--- config.mk ---
export PLATFORM = sky130hd
export DESIGN_NAME = dmem_arbiter
export DESIGN_NICKNAME = d
export VERILOG_FILES = /design/src/rtl/arm_pkg.sv /design/src/rtl/arb_wait_counter.sv /design/src/rtl/dmem_arbiter.sv
export SDC_FILE = /design/constraint.sdc
export NUM_CORES = 1
export LEC_CHECK = 0
export CORE_AREA = 3 3 184 186
export CTS_CLUSTER_DIAMETER = 60
export DETAILED_ROUTE_END_ITERATION = 12
export DIE_AREA = 0 0 187 189
export PLACE_DENSITY = 0.54
export SYNTH_ARGS = -nofsm -noshare
export SYNTH_HDL_FRONTEND = slang
export SYNTH_SLANG_ARGS = --single-unit
--- constraint.sdc ---
create_clock -name clk -period 2.2 [get_ports clk]
set_clock_uncertainty 0.1 [all_clocks]
set_input_delay 0.22 -clock clk [delete_from_list [all_inputs] [get_ports clk]]
set_output_delay 0.22 -clock clk [all_outputs]
set_load 0.05 [all_outputs]
--- src/rtl/arm_pkg.sv ---
// rtl/arm_pkg.sv - shared processor types and constants used by the data-memory arbiter
package arm_pkg;

  // dmem word-address width (byte address bits [8:3])
  localparam int DM_AW = 6;

  typedef enum logic [0:0] {
    IDLE     = 1'b0,
    DBG_LOCK = 1'b1
  } dmem_arb_state_t;

endpackage

--- src/rtl/arb_wait_counter.sv ---
// rtl/arb_wait_counter.sv - debug starvation counter, built only with DMEM_ARB_STARVE_EN
`ifdef DMEM_ARB_STARVE_EN
module arb_wait_counter #(
  parameter int MAX_WAIT = 8
) (
  input  logic clk,
  input  logic reset,
  input  logic waitInc,
  input  logic waitClr,
  output logic atLimit
);

  localparam logic [7:0] LIMIT = 8'(MAX_WAIT);

  logic [7:0] waitCount;

  // Count cycles the debug port spends losing arbitration; saturate rather than wrap
  always_ff @(posedge clk or negedge reset) begin
    if (!reset) begin
      waitCount <= 8'd0;
    end else if (waitClr) begin
      waitCount <= 8'd0;
    end else if (waitInc && (waitCount != 8'hFF)) begin
      waitCount <= waitCount + 8'd1;
    end
  end

  assign atLimit = (waitCount >= LIMIT);

endmodule
`endif

--- src/rtl/dmem_arbiter.sv ---
// rtl/dmem_arbiter.sv - CPU/debug arbiter for single-port dmem; optional DMEM_ARB_STARVE_EN anti-starvation
module dmem_arbiter
  import arm_pkg::*;
#(
  parameter int N        = 64,
  parameter int AW       = DM_AW,
  parameter int MAX_WAIT = 8
) (
  input  logic          clk,
  input  logic          reset,
  input  logic          cpu_req,
  input  logic          cpu_we,
  input  logic [N-1:0]  cpu_addr,
  input  logic [N-1:0]  cpu_wdata,
  output logic          cpu_gnt,
  output logic [N-1:0]  cpu_rdata,
  output logic          cpu_stall,
  input  logic          dbg_req,
  input  logic          dbg_we,
  input  logic          dbg_lock,
  input  logic [AW-1:0] dbg_addr,
  input  logic [N-1:0]  dbg_wdata,
  output logic          dbg_gnt,
  output logic          dbg_rvalid,
  output logic [N-1:0]  dbg_rdata,
  output logic [AW-1:0] mem_addr,
  output logic [N-1:0]  mem_wdata,
  output logic          mem_we,
  output logic          mem_re,
  input  logic [N-1:0]  mem_rdata
);

  dmem_arb_state_t state;
  dmem_arb_state_t nextState;

  logic cpuGrant;
  logic dbgGrant;
  logic starveGrant;

  // CPU byte address: only the word index matters, low and high bits are dropped
  logic unusedAddrBits;
  assign unusedAddrBits = ^{cpu_addr[N-1:AW+3], cpu_addr[2:0]};

`ifdef DMEM_ARB_STARVE_EN
  logic waitInc;
  assign waitInc = (state == IDLE) & dbg_req & ~dbgGrant;

  arb_wait_counter #(
    .MAX_WAIT(MAX_WAIT)
  ) uWaitCounter (
    .clk    (clk),
    .reset  (reset),
    .waitInc(waitInc),
    .waitClr(dbgGrant),
    .atLimit(starveGrant)
  );
`else
  // Strict CPU priority: the starvation limit has no effect in this build
  logic [31:0] unusedMaxWait;
  assign unusedMaxWait = MAX_WAIT;
  assign starveGrant   = 1'b0;
`endif

  // State register
  always_ff @(posedge clk or negedge reset) begin
    if (!reset) begin
      state <= IDLE;
    end else begin
      state <= nextState;
    end
  end

  // Next state: lock is taken only on a granted debug beat and dropped on its last beat or release
  always_comb begin
    nextState = state;
    case (state)
      IDLE:     if (dbgGrant && dbg_lock) nextState = DBG_LOCK;
      DBG_LOCK: if (!dbg_req || !dbg_lock) nextState = IDLE;
      default:  nextState = IDLE;
    endcase
  end

  // Grant decode from registered state and current requests; nothing is granted while in reset
  always_comb begin
    cpuGrant = 1'b0;
    dbgGrant = 1'b0;
    if (reset) begin
      case (state)
        IDLE: begin
          if (starveGrant && dbg_req) begin
            dbgGrant = 1'b1;
          end else if (cpu_req) begin
            cpuGrant = 1'b1;
          end else if (dbg_req) begin
            dbgGrant = 1'b1;
          end
        end
        DBG_LOCK: dbgGrant = dbg_req;
        default:  ;
      endcase
    end
  end

  // Steer the granted port onto the memory bus; idle bus drives zeros
  always_comb begin
    mem_addr  = '0;
    mem_wdata = '0;
    mem_we    = 1'b0;
    mem_re    = 1'b0;
    if (cpuGrant) begin
      mem_addr  = cpu_addr[AW+2:3];
      mem_wdata = cpu_wdata;
      mem_we    = cpu_we;
      mem_re    = ~cpu_we;
    end else if (dbgGrant) begin
      mem_addr  = dbg_addr;
      mem_wdata = dbg_wdata;
      mem_we    = dbg_we;
      mem_re    = ~dbg_we;
    end
  end

  assign cpu_gnt   = cpuGrant;
  assign dbg_gnt   = dbgGrant;
  assign cpu_stall = cpu_req & ~cpuGrant;
  assign cpu_rdata = cpuGrant ? mem_rdata : '0;

  // Register debug read data at the end of each debug read beat
  always_ff @(posedge clk or negedge reset) begin
    if (!reset) begin
      dbg_rvalid <= 1'b0;
      dbg_rdata  <= '0;
    end else begin
      dbg_rvalid <= dbgGrant & ~dbg_we;
      if (dbgGrant && !dbg_we) begin
        dbg_rdata <= mem_rdata;
      end
    end
  end

endmodule
==> metrics <==
Starting Density=11.8%; Slew Limit Headroom=56.1%; max_cap viols=0; critical path fanouts, max=58; vias=4243; CP Data Required Time=1.88 ns; layout cells sized above 1=34.1%; Routed Antenna Nets=0; Pwr Density=681 mW/mm2; Root Buffer=clkbuf_16; Synth Register Bits=66; Final Core Density=31.6%; DRT Pass-1 Iters=4; unrepaired setup endpoints after global routing=true; post-synth net total=574; gpl congestion=0.815; class of the tightest hold or removal check=primary input to flip-flop; final hold vios=0; Cell Rows=66; storage element area=0.00165 mm2; clock latency on the worst-skew pair=0.33 ns; final period utilization=96.7%; Final nets=985; pins over their slew limit=0; CTS tree=yes; Area Overhead vs Synth=168%; Startpoint Class=flip-flop; clock-pin slew on the worst setup and hold paths=0.07 ns; vias in the first global route=4632; Synth area leaders=dfrtp_1, a22o_1, mux2_4; Mapped Avg Cell Area=12.6 um2; fill count=3258; final wirelength=23600 um; CTS buffer count=9; largest net degree at the start of global routing=59; core area=0.0325 mm2; Setup WS post-layout=0.0731 ns; Yosys top cell area share=43.1%; hold slack=0.338 ns; worst vdd ir=0.424 mV; final routed DRC violation total=0; area occupied by multi-input gates=0.00201 mm2; Warnings, synthesis=0; CTS sink count=66; worst-margin pin slew=0.658 ns; grt ovf=0; I/O pin cnt=473; outcome=completed; Buffers on Ports=414; Critical Path End Type=primary output; die area=0.0353 mm2; f_max=470 MHz; width of the chip=187 um; routed len/inst=20.3 um; first-pass GRT wire length=33700 um; leading area contributor after synthesis=dfrtp_1; kind of critical path=flip-flop to primary output; Setup Fix Bufs, Post-CTS=0; Final Critical Period=2.13 ns; Placement Setup Slack=0.0883 ns; H-Tree Depth=3; register area share after synthesis=43.1%; Netlist cell types=18; Critical Path AT=1.81 ns; Initial DRC Count=85; Die Y=189 um; hpwl dp=19500 um; GRT Total Usage=13.1%; initial antenna violation count=2; Lkg Pwr=0.00417 uW; Finish-stage setup viols=0; Post-Syn Area=0.00383 mm2; drt via density=3.65; Post-Syn Instances=305; Max Root-Sink Buffers=2
## flip-flops by register name (all words and copies together), names as in the netlist
signal	count
dbg_rvalid	1
dbg_rdata	64
state	1
## what timing repair did
item                       in CTS  in global routing
hold endpoints to repair       17                  0
setup endpoints to repair       0                 23
hold buffers                    1                  0
resized for setup               0                  7
## critical path, stage by stage, from the launching register on
cell,delay [ns]
dfrtp_1,0.37
nand2b_4,0.17
nor2_4,0.15
buf_12,0.26
a22o_1,0.30
buf_12,0.16
## cells by family after synthesis
logic type / count (synthesis) / share of synthesized area, %
buffers and inverters: 32 / 5.78
flip-flops: 66 / 43.1
AND/OR/NAND/NOR: 70 / 11.8
AO/OA/AOI/OAI: 73 / 16.6
multiplexers: 64 / 22.7
## worst paths after layout
path	startpoint	end	slack (ns)	cells after the start
setup / recovery	state	mem_wdata[55]	0.07	5
hold / removal	dbg_lock	state	0.34	2
setup reg to reg	state	dbg_rdata[41]	0.54	4
max in group asynchronous	reset	dbg_rdata[24]	0.63	4
hold reg to reg	dbg_rdata[47]	dbg_rdata[47]	0.41	1
min in group asynchronous	reset	state	0.41	3
## metal layers
metal	up-vias	GRT usage, %	wire length [um]
met1	2013	14.2	8800
met5	-	0	7
li1	1943	-	-
met4	2	3.58	520
met3	22	7.57	2920
met2	263	21.9	11300
## area by class of cell
class | instances | area share [%]
tap | 442 | 5.39
sequential | 66 | 16.1
clock inverter | 7 | 0.768
inverter | 2 | 0.0731
clock buffer | 9 | 2.19
antenna | 1 | 0.0244
multi-input combinational | 207 | 19.6
timing repair buffer | 430 | 55.9
## power breakdown
group	switching, uW	internal [uW]
combinational	2120	1700
clock	648	889
sequential	147	1490
total	2920	4080
## synthesized netlist by cell type
library cell	count
a21o_1	1
a22o_1	71
and2_1	65
and3_1	1
and4b_4	1
buf_12	4
buf_2	17
buf_4	2
buf_6	1
clkbuf_1	6
dfrtp_1	66
inv_1	2
mux2_2	24
mux2_4	40
nand2b_4	1
nor2_1	1
nor2b_1	1
o21a_1	1
## stage by stage
step | TNS [ns] | total power (uW) | area (um2) | cells
after floorplan | 0 | 3650 | 3830 | 305
after global placement | 0 | 5480 | 9900 | 1146
after detailed placement | 0 | 5490 | 9900 | 1146
after CTS | 0 | 7130 | 10200 | 1163
after global routing | -0.114 | 7310 | 10300 | 1164
final | 0 | 6990 | 10300 | 1164
## cells in the final DEF (no fill, tap or decap), types with 2 or more instances in the layout
cell	count
a22o_1	66
a22o_4	5
and2_1	64
buf_12	144
buf_4	11
clkbuf_16	9
clkdlybuf4s50_1	273
clkinv_4	2
clkinvlp_4	2
dfrtp_1	66
inv_1	2
mux2_2	24
mux2_4	40
Note: power is estimated with default switching activity, not from simulation.
